## src/rtl/fsmd_operand_sequencer.sv

```systemverilog
// Operand sequencer: gathers five operands from a valid/ready stream, starts
// a compute engine, waits (with timeout) for its done strobe, and holds the
// captured three-word result until downstream accepts it.
module fsmd_operand_sequencer #(
    parameter int W       = 4,
    parameter int TIMEOUT = 15
) (
    input  logic             clock,
    input  logic             reset,
    input  logic             in_valid,
    input  logic [W-1:0]     in_data,
    output logic             in_ready,
    output logic [W-1:0]     a,
    output logic [W-1:0]     b,
    output logic [W-1:0]     c,
    output logic [W-1:0]     d,
    output logic [W-1:0]     e,
    output logic             start,
    input  logic             done,
    input  logic [W-1:0]     r1,
    input  logic [W-1:0]     r2,
    input  logic [W-1:0]     r3,
    output logic             res_valid,
    input  logic             res_ready,
    output logic [3*W-1:0]   res_data,
    output logic             err,
    output logic [2:0]       ps
);

    typedef enum logic [2:0] {
        LOAD  = 3'd0,
        START = 3'd1,
        WAIT  = 3'd2,
        OUT   = 3'd3,
        ERR   = 3'd4
    } state_t;

    // Timer value during the last WAIT cycle allowed before aborting.
    localparam logic [7:0] TLAST = 8'(TIMEOUT - 1);

    state_t      state, nxt;
    logic [2:0]  cnt;
    logic [7:0]  timer;
    logic        accept;

    // Present-state register.
    always_ff @(posedge clock or negedge reset) begin
        if (!reset) state <= LOAD;
        else        state <= nxt;
    end

    // Next-state decode and Moore-style handshake outputs.
    always_comb begin
        nxt       = state;
        in_ready  = 1'b0;
        start     = 1'b0;
        res_valid = 1'b0;
        accept    = 1'b0;
        case (state)
            LOAD: begin
                in_ready = 1'b1;
                accept   = in_valid;
                if (in_valid && cnt == 3'd4) nxt = START;
            end
            START: begin
                start = 1'b1;
                nxt   = WAIT;
            end
            WAIT: begin
                // done has priority over an expiring timer
                if (done)                nxt = OUT;
                else if (timer == TLAST) nxt = ERR;
            end
            OUT: begin
                res_valid = 1'b1;
                if (res_ready) nxt = LOAD;
            end
            ERR:     nxt = LOAD;
            default: nxt = LOAD;
        endcase
    end

    // Operand counter; it wraps on the fifth accept and is forced to 0
    // whenever the sequencer is outside LOAD.
    always_ff @(posedge clock or negedge reset) begin
        if (!reset)                     cnt <= '0;
        else if (accept)                cnt <= (cnt == 3'd4) ? 3'd0 : cnt + 3'd1;
        else if (state != LOAD)         cnt <= '0;
    end

    // Operand registers; they only load in LOAD so they stay frozen otherwise.
    always_ff @(posedge clock or negedge reset) begin
        if (!reset) begin
            a <= '0; b <= '0; c <= '0; d <= '0; e <= '0;
        end else if (accept) begin
            case (cnt)
                3'd0:    a <= in_data;
                3'd1:    b <= in_data;
                3'd2:    c <= in_data;
                3'd3:    d <= in_data;
                3'd4:    e <= in_data;
                default: ;
            endcase
        end
    end

    // WAIT timer: cleared in START, counts WAIT cycles without done.
    always_ff @(posedge clock or negedge reset) begin
        if (!reset)                       timer <= '0;
        else if (state == START)          timer <= '0;
        else if (state == WAIT && !done)  timer <= timer + 8'd1;
    end

    // Result capture on the done strobe seen in WAIT.
    always_ff @(posedge clock or negedge reset) begin
        if (!reset)                      res_data <= '0;
        else if (state == WAIT && done)  res_data <= {r1, r2, r3};
    end

    // Sticky timeout flag: set when entering ERR, cleared by the next START.
    always_ff @(posedge clock or negedge reset) begin
        if (!reset)                             err <= 1'b0;
        else if (state == WAIT && nxt == ERR)   err <= 1'b1;
        else if (state == START)                err <= 1'b0;
    end

    assign ps = state;

endmodule

```

## config.mk

```make
export PLATFORM = sky130hd
export DESIGN_NAME = fsmd_operand_sequencer
export DESIGN_NICKNAME = d
export VERILOG_FILES = /design/src/rtl/fsmd_operand_sequencer.sv
export SDC_FILE = /design/constraint.sdc
export NUM_CORES = 1
export LEC_CHECK = 0
export ABC_CLOCK_PERIOD_IN_PS = 2600
export CELL_PAD_IN_SITES_DETAIL_PLACEMENT = 0
export CELL_PAD_IN_SITES_GLOBAL_PLACEMENT = 1
export CORE_ASPECT_RATIO = 1.1
export CORE_MARGIN = 3
export CORE_UTILIZATION = 40
export DETAILED_ROUTE_END_ITERATION = 12
export GPL_TIMING_DRIVEN = 1
export PLACE_DENSITY_LB_ADDON = 0.1
export SKIP_LAST_GASP = 1
export SLEW_MARGIN = 20
export SYNTH_ARGS = -nofsm -noshare
export SYNTH_HDL_FRONTEND = slang
export SYNTH_SLANG_ARGS = --single-unit
```

## constraint.sdc

```tcl
create_clock -name clock -period 2.6 [get_ports clock]
set_input_delay 0.52 -clock clock [delete_from_list [all_inputs] [get_ports clock]]
set_output_delay 0.52 -clock clock [all_outputs]
set_load 0.01 [all_outputs]
```

==> metrics.cfg, run 1 <==
[floorplanning]
num_io_pins = 60
design.core.area_mm2 = 0.00485
die_h_um = 81.6
dieWidth_um = 74.8
dieArea_mm2 = 0.00610
initial_utilization = 0.429
std_cell_rows = 26

[yosys]
synth-seq-cells = 47
synth_cell_types = 32
postSynthCellCount = 157
synth_nets = 185
syn_avg_cell_area_um2 = 13.3
ys_warn_count = 0
yosysSeqAreaShare = 0.565
syn-cell-area_mm2 = 0.00208

[critical_path]
crit_type = reg2out
crit_chain = or3b_2 -> inv_1 -> clkdlybuf4s50_1
worstSetupEndpointType = output pin
start_kind = flip-flop
r2r_setup_slack_ns = 0.94
cpPeakStageDelay_ns = 0.56
critPathBufInv = 2
required_ns = 2.08
r2r_end = timer[2]$_DFFE_PN0P_
worstPathMaxFanout = 7
crit-reg2reg-launch = ps[2]$_DFF_PN0_
reg2regPathDepth = 4
crit_slowest_cell = or3b_2
worstPathArrival_ns = 1.94
crit_family = buffers and inverters

[drt]
drt-vias-per-instance = 5.19
wirelength_um = 4280
wl_per_cell_um = 15.3
antenna_left = 0
drc = 0
num_vias = 1454
drt_pass1_iterations = 4
drt_iter0_markers = 55

[sta]
fin_crit_ns = 2.46
rsz0062_at_grt = false
fmax_mhz = 407
setup_viol = 0
finalHoldWorstSlack_ns = 0.148
relSlewSlack = 0.672
fin_crit_sh = 0.944
clock_skew_ns = 0.00271
tns_ns = 0
timing.final.max_slew_violations = 0
final-hold-violation-count = 0
worst_slew_pin_slew_ns = 0.490

[grt]
grt-ovfl-total = 0
grt_pass1_wl_um = 7070
grt_pass1_vias = 1443
grt.total_usage = 0.152
antenna_found_initial = 0
grt_max_degree = 30

[clock_network]
tritoncts = yes
clockBufferDepth = 2
post_cts_buffers = 0
ctsHoldBuffers = 0
clk_pin_slew_ns = 0.09
numClockSinks = 47
root_buffer = clkbuf_8
htree_num_levels = 2
worst_skew_pair.late_latency_ns = 0.30
post_cts_resized = 0
cts-buffers-inserted = 5

[flow_run]
drv_cap = 0

[cells_and_area]
fillCellCount = 381
drive_above_1_share = 0.237
layout.nets = 251
final_common_cell = clkdlybuf4s50_1
antennaDiodeCount = 0
multi_input_area_um2 = 856
layout_common_cells = 58 x clkdlybuf4s50_1, 47 x dfrtp_1, 32 x mux2_2
syn2layout_area_growth_pct = 36.8
seq_area_mm2 = 0.00118

[place]
portBuffers = 59
place.gp.congestion = 0.759
dp.final_hpwl_um = 3330

[outcome]
status = complete, no violations

[pwr]
p_per_area_mw_per_mm2 = 931
irDropWorstVdd_mv = 0.508
leakagePower_nw = 1.35

[worst_hold_path]
min_path_type = in2async

[through the flow]
step	power, mW	cells	utilization	worst slack, ns	instance area (um2)
after CTS	2.69	280	0.587	0.116	2850
after global routing	2.84	280	0.587	0.0598	2850
final	2.65	280	0.587	0.144	2850
after global placement	2.19	272	0.567	0.434	2750
after floorplan	1.64	157	-	0.755	2080
after detailed placement	2.22	272	0.567	0.358	2750
[synthesized netlist by cell type]
cell type,number,share of area
and3_1,1,0.0030
nand2_1,9,0.016
nor2_1,4,0.0072
mux2_2,32,0.17
and2_1,2,0.0060
nor3_1,1,0.0024
mux2i_1,6,0.029
a311oi_1,1,0.0042
inv_2,1,0.0018
nor4b_2,1,0.0072
nand3_1,7,0.017
or3_1,1,0.0030
a211oi_1,1,0.0036
or4b_1,1,0.0048
a21o_1,2,0.0072
and4bb_2,1,0.0060
o21ai_0,2,0.0048
inv_1,7,0.013
dfrtp_1,47,0.57
a21oi_1,6,0.014
nand2b_1,3,0.0090
ha_1,7,0.042
clkbuf_1,1,0.0018
or3_4,1,0.0054
nand4_1,2,0.0060
or3b_2,1,0.0042
buf_2,3,0.0072
nor2b_1,1,0.0030
nand4_2,2,0.012
and4_1,1,0.0042
nor4b_4,1,0.011
and4b_1,1,0.0048
[worst max path at each step]
stage | slack, ns | end | startpoint | cells past startpoint
after floorplan | 0.75 | start | ps[0]$_DFF_PN0_ | 4
after global placement | 0.43 | e[2]$_DFFE_PN0P_ | in_valid | 4
after detailed placement | 0.36 | e[0]$_DFFE_PN0P_ | in_valid | 4
after CTS | 0.12 | start | ps[2]$_DFF_PN0_ | 3
after global routing | 0.06 | start | ps[2]$_DFF_PN0_ | 3
final | 0.14 | start | ps[2]$_DFF_PN0_ | 3
[flip-flops by register name (all words and copies together), names as in the netlist]
signal / flops
b: 4
timer: 8
d: 4
e: 4
c: 4
res_data: 12
ps: 3
err: 1
cnt: 3
a: 4
[power breakdown]
| part | switching (mW) | internal, mW | leakage [nW] |
|---|---|---|---|
| combinational | 0.452 | 0.645 | 0.690 |
| clock | 0.250 | 0.217 | 0.0474 |
| sequential | 0.131 | 0.956 | 0.608 |
[cells by family after synthesis]
group           synth area share
fa+ha+maj                 0.0421
simple gates               0.133
flops                      0.565
compound gates            0.0343
buf+inv                   0.0234
mux                        0.202
[routing by layer]
layer,GRT usage,up-vias,part of all wire
li1,-,687,-
met1,0.192,728,0.41
met4,0.0320,0,0.0054
met2,0.258,37,0.53
met5,0,-,0
met3,0.0465,2,0.053
[cell type report]
type	count	area share
Timing Repair Buffer	63	0.216
Clock buffer	6	0.0290
Inverter	8	0.0105
Sequential cell	47	0.413
Multi-Input combinational cell	98	0.301
Clock inverter	2	0.00571
Tap cell	56	0.0246
Power figures use the tool's default switching activity.
==> run 2: changes to the inputs <==
- ABC_CLOCK_PERIOD_IN_PS: 2600 -> 2000
- CAP_MARGIN: default -> 20
- CORE_UTILIZATION: 40 -> 33
- clock period: 2.6 -> 2 ns (I/O delays scaled with it)
==> run 2 against run 1 <==
- cell count up 9.6%
- first-iteration DRC count down 42%
- combinational power up 35%
- flip-flop and latch count unchanged
- largest power group unchanged
==> metrics.cfg, run 2 (synthesis results as in run 1) <==
[floorplanning]
std_cell_rows = 29  ; +12%
die_h_um = 89.3  ; +9.4%
dieWidth_um = 81.7  ; +9.3%
initial_utilization = 0.350  ; -0.0796
design.core.area_mm2 = 0.00595  ; +23%
num_io_pins = 60  ; unchanged
dieArea_mm2 = 0.00730  ; +20%

[critical_path]
worstPathArrival_ns = 1.50  ; -0.44 ns
worstSetupEndpointType = output pin
r2r_end = e[2]$_DFFE_PN0P_
crit-reg2reg-launch = ps[0]$_DFF_PN0_
worstPathMaxFanout = 4  ; -3
r2r_setup_slack_ns = 0.23  ; -0.71 ns
reg2regPathDepth = 5  ; +1
crit_type = reg2out
required_ns = 1.60  ; -0.48 ns
start_kind = flip-flop

[place]
place.gp.congestion = 0.788  ; +3.8%
placed_cells = 298  ; +9.6%
place_ws_ns = -0.0100  ; -0.368 ns
postPlaceCellArea_mm2 = 0.00282  ; +2.8%
dp.final_hpwl_um = 3580  ; +7.4%
portBuffers = 59  ; unchanged

[grt]
antenna_found_initial = 0  ; unchanged
grt.total_usage = 0.138  ; -0.0143
grt_pass1_vias = 1555  ; +7.8%
grt_max_degree = 30  ; unchanged
grt_pass1_wl_um = 7530  ; +6.4%
grt-ovfl-total = 0  ; unchanged

[cells_and_area]
largest_register_ffs = 12  ; unchanged
final_cells = 307  ; +9.6%
fillCellCount = 562  ; +48%
seq_area_mm2 = 0.00118  ; unchanged
layout_common_cells = 55 x clkdlybuf4s50_1, 47 x dfrtp_1, 32 x mux2_2
drive_above_1_share = 0.261  ; +0.0243
final_common_cell = clkdlybuf4s50_1
regMostFlops = res_data
final_area_mm2 = 0.00293  ; +2.9%
reg_top3 = res_data x12, timer x8
syn2layout_area_growth_pct = 40.8
multi_input_area_um2 = 856  ; unchanged
antennaDiodeCount = 0  ; unchanged
layout.nets = 257  ; +2.4%

[drt]
num_vias = 1465  ; +0.76%
drc = 0  ; unchanged
wirelength_um = 4700  ; +9.8%
drt-vias-per-instance = 4.77  ; -8.1%
wl_per_cell_um = 15.3  ; +0.13%
drt_pass1_iterations = 4  ; unchanged
antenna_left = 0  ; unchanged
drt_iter0_markers = 32  ; -42%

[pwr]
irDropWorstVdd_mv = 0.707  ; +39%
leakagePower_nw = 1.39  ; +3.2%
p_per_area_mw_per_mm2 = 1200  ; +29%

[clock_network]
clockBufferDepth = 2  ; unchanged
htree_num_levels = 2  ; unchanged
clk_pin_slew_ns = 0.09  ; about the same
numClockSinks = 47  ; unchanged
worst_skew_pair.late_latency_ns = 0.30  ; about the same
tritoncts = yes
root_buffer = clkbuf_8
cts-buffers-inserted = 5  ; unchanged

[sta]
timing.final.max_slew_violations = 0  ; unchanged
final-hold-violation-count = 0  ; unchanged
clock_skew_ns = 0.00877  ; +0.00606 ns
finalHoldWorstSlack_ns = 0.0522  ; -0.0955 ns
setup_ws_ns = 0.0970  ; -0.0473 ns
relSlewSlack = 0.674  ; +0.00148
tns_ns = 0  ; unchanged
fmax_mhz = 525
fin_crit_sh = 0.951
setup_viol = 0  ; unchanged
worst_slew_pin_slew_ns = 0.490  ; -0.000144 ns
fin_crit_ns = 1.90
rsz0062_at_grt = false

[worst_hold_path]
min_path_type = in2async

[outcome]
status = complete, no violations

[flow_run]
drv_cap = 0  ; unchanged

[run 2: report_power, final]
part           leakage (nW)  internal [mW]  switching (mW)
Clock                0.0505          0.315           0.308
Combinational         0.730          0.869           0.606
Sequential            0.608           1.24           0.185
[run 2: what timing repair did]
item | in CTS | in global routing
endpoints found under the hold margin | 0 | 0
gates resized for setup | 3 | 3
setup buffers | 1 | 0
endpoints found under the setup margin | 3 | 2
hold buffers | 0 | 0
[run 2: critical path, stage by stage, from the launching register on]
cell	delay, ns
dfrtp_1	0.42
or3b_2	0.47
inv_1	0.09
clkdlybuf4s15_1	0.24
[run 2: per-layer routing]
metal  wire length [um]  track usage  vias to the layer above  share of wire
met5                  0            0                        -              0
met4                 65       0.0453                        0          0.014
met2               2540        0.256                       32           0.54
met3                274       0.0464                        5          0.058
li1                   -            -                      703              -
met1               1820        0.146                      725           0.39
[run 2: final cells by class]
type                    count  share of cell area
multi-input cells          98               0.292
repair buffers             69               0.228
flip-flops and latches     47               0.402
clock buffers               7              0.0329
inverters                   8              0.0103
clock inverters             1             0.00256
well taps                  77              0.0329
[run 2: stage by stage]
stage / utilization / total power, mW
6_report: 0.492 / 3.53
2_1_floorplan: - / 2.13
3_5_place_dp: 0.475 / 2.96
5_1_grt: 0.492 / 3.76
4_1_cts: 0.493 / 3.59
3_3_place_gp: 0.475 / 2.90
[run 2: how the worst max path moves through the flow]
| stage | start | end | cells past startpoint |
|---|---|---|---|
| CTS | ps[2]$_DFF_PN0_ | in_ready | 4 |
| global placement | done | timer[2]$_DFFE_PN0P_ | 4 |
| detailed placement | done | timer[2]$_DFFE_PN0P_ | 4 |
| floorplan | ps[0]$_DFF_PN0_ | start | 4 |
| global route | ps[0]$_DFF_PN0_ | ps[0] | 3 |
| finish | ps[1]$_DFF_PN0_ | start | 3 |
==> run 3: changes to the inputs <==
- TNS_END_PERCENT: default -> 10
==> run 3 against run 2 <==
- the flow now finishes with violations (negative setup slack)
- maximum frequency down 5.2%
- via count shrank 0.27%
- power decreased by 0.23%
- largest cell class unchanged
- highest routed layer unchanged
==> metrics.cfg, run 3 (synthesis results as in run 1) <==
[sta]
rsz0062_at_grt = true
finalHoldWorstSlack_ns = 0.0491  ; -0.00304 ns
clock_skew_ns = 0.00877  ; -0.0000000200 ns
fin_crit_sh = 1.00  ; +0.0524
worst_slew_pin_slew_ns = 0.481  ; -0.00907 ns
fmax_mhz = 498  ; -5.2%
tns_ns = -0.00784  ; -0.00784 ns
setup_viol = 1  ; +1
final-hold-violation-count = 0  ; unchanged
fin_crit_ns = 2.01  ; +0.105 ns
timing.final.max_slew_violations = 0  ; unchanged
setup_ws_ns = -0.00784  ; -0.105 ns
relSlewSlack = 0.680  ; +0.00605

[grt]
grt.total_usage = 0.137  ; -0.000850
top_usage_layer = met2
grt-ovfl-total = 0  ; unchanged
grt_max_degree = 30  ; unchanged
use_met3 = 0.0464  ; unchanged
grt_pass1_vias = 1553  ; -0.13%
grt_pass1_wl_um = 7490  ; -0.54%
antenna_found_initial = 0  ; unchanged
met1_usage = 0.144  ; -0.00192
grt_use_met2 = 0.256  ; -0.000741

[cells_and_area]
multi_input_area_um2 = 856  ; unchanged
final_common_cell = clkdlybuf4s50_1
syn2layout_area_growth_pct = 40.8  ; unchanged
reg_top3 = res_data x12, timer x8
fillCellCount = 560  ; -0.36%
largest_register_ffs = 12  ; unchanged
layout_common_cells = 56 x clkdlybuf4s50_1, 47 x dfrtp_1, 32 x mux2_2
antennaDiodeCount = 0  ; unchanged
layout.nets = 256  ; -0.39%
drive_above_1_share = 0.253  ; -0.00759
final_cells = 306  ; -0.33%
final_area_mm2 = 0.00293  ; unchanged
seq_area_mm2 = 0.00118  ; unchanged
regMostFlops = res_data

[worst_hold_path]
min_path_type = in2async

[critical_path]
crit_type = reg2out
crit_chain = buf_4 -> nand2b_1 -> nor2_1 -> clkdlybuf4s50_1
cpPeakStageDelay_ns = 0.54  ; +0.07 ns
crit_slowest_cell = clkdlybuf4s50_1
worstSetupEndpointType = output pin
worstPathMaxFanout = 8  ; +4
start_kind = flip-flop
required_ns = 1.60  ; about the same
worstPathArrival_ns = 1.61  ; +0.11 ns

[drt]
drt_pass1_iterations = 4  ; unchanged
drt_iter0_markers = 30  ; -6.3%
wirelength_um = 4650  ; -1.1%
drc = 0  ; unchanged
wl_per_cell_um = 15.2  ; -0.76%
drt-vias-per-instance = 4.77  ; about the same
antenna_left = 0  ; unchanged
num_vias = 1461  ; -0.27%

[place]
place.gp.congestion = 0.788  ; unchanged
portBuffers = 59  ; unchanged
postPlaceCellArea_mm2 = 0.00282  ; unchanged
dp.final_hpwl_um = 3580  ; unchanged
placed_cells = 298  ; unchanged

[clock_network]
cts-buffers-inserted = 5  ; unchanged
htree_num_levels = 2  ; unchanged
clk_pin_slew_ns = 0.09  ; about the same
ctsHoldBuffers = 0  ; unchanged
numClockSinks = 47  ; unchanged
tritoncts = yes
worst_skew_pair.late_latency_ns = 0.30  ; about the same
post_cts_buffers = 0  ; -1
root_buffer = clkbuf_8
post_cts_resized = 1  ; -2
clockBufferDepth = 2  ; unchanged

[floorplanning]
design.core.area_mm2 = 0.00595  ; unchanged
die_h_um = 89.3  ; unchanged
num_io_pins = 60  ; unchanged
std_cell_rows = 29  ; unchanged
dieArea_mm2 = 0.00730  ; unchanged
initial_utilization = 0.350  ; unchanged
dieWidth_um = 81.7  ; unchanged

[pwr]
irDropWorstVdd_mv = 0.707  ; unchanged
power_mw = 3.52  ; -0.23%
internal_power_mw = 2.43  ; about the same
switching_share = 0.311  ; -0.00123
pwr-share-clk = 0.177  ; about the same
p_switching_mw = 1.09  ; -0.62%
p_per_area_mw_per_mm2 = 1200  ; -0.23%
pwr-share-comb = 0.416  ; -0.002
pwr-share-seq = 0.407  ; +0.002
leakagePower_nw = 1.40  ; +0.72%

[outcome]
status = complete, but fails checks
failed_checks = negative setup slack

[flow_run]
drv_cap = 0  ; unchanged

## run 3: cell count changes in the layout (fill, tap and decap cells not counted), sizes merged
cell,delta
clkdlybuf4s15,-1
clkbuf,-1
dlymetal6s2s,+1
clkdlybuf4s50,+1
buf,-1
## run 3: cell type report
type / count / area share
clock buffers: 7 / 0.0329
clock inverters: 1 / 0.00256
inverters: 8 / 0.0103
multi-input cells: 98 / 0.292
flip-flops and latches: 47 / 0.402
well taps: 77 / 0.0329
repair buffers: 68 / 0.228
## run 3: worst max-delay path, delay by kind of cell (launching register included)
family        cells  cell delay [ns]
buf+inv           2             0.70
flops             1             0.38
simple gates      2             0.24
## run 3: layer usage
layer / vias up / share of wire
met5: - / 0
met4: 0 / 0.014
met3: 5 / 0.058
met2: 32 / 0.54
met1: 722 / 0.39
li1: 702 / -
## run 3: worst paths after layout
path                                           start                 endpoint  slack, ns  depth (start not counted)
worst max-delay path                 ps[2]$_DFF_PN0_                res_valid     -0.008                          4
worst min-delay path                           reset       cnt[0]$_DFFE_PN0P_       0.05                          1
worst max register to register       ps[2]$_DFF_PN0_         b[2]$_DFFE_PN0P_       0.26                          6
worst min register to register  timer[7]$_DFFE_PN0P_     timer[7]$_DFFE_PN0P_       0.49                          1
max in group asynchronous                      reset  res_data[9]$_DFFE_PN0P_       1.43                          2
min in group clock              timer[7]$_DFFE_PN0P_     timer[7]$_DFFE_PN0P_       0.49                          1
## run 3: through the flow
stage	setup WS (ns)	utilization
after floorplan	0.275	-
after global placement	0.00683	0.475
after detailed placement	-0.0100	0.475
after CTS	-0.236	0.492
after global routing	-0.102	0.492
final	-0.00784	0.492
## run 3: power by group through the flow
stage	Combinational [mW]	Sequential, mW	Clock [mW]
3_5_place_dp	1.50	1.46	0
5_1_grt	1.59	1.48	0.691
6_report	1.46	1.43	0.623
4_1_cts	1.49	1.44	0.655
3_3_place_gp	1.46	1.44	0
2_1_floorplan	0.585	1.54	0
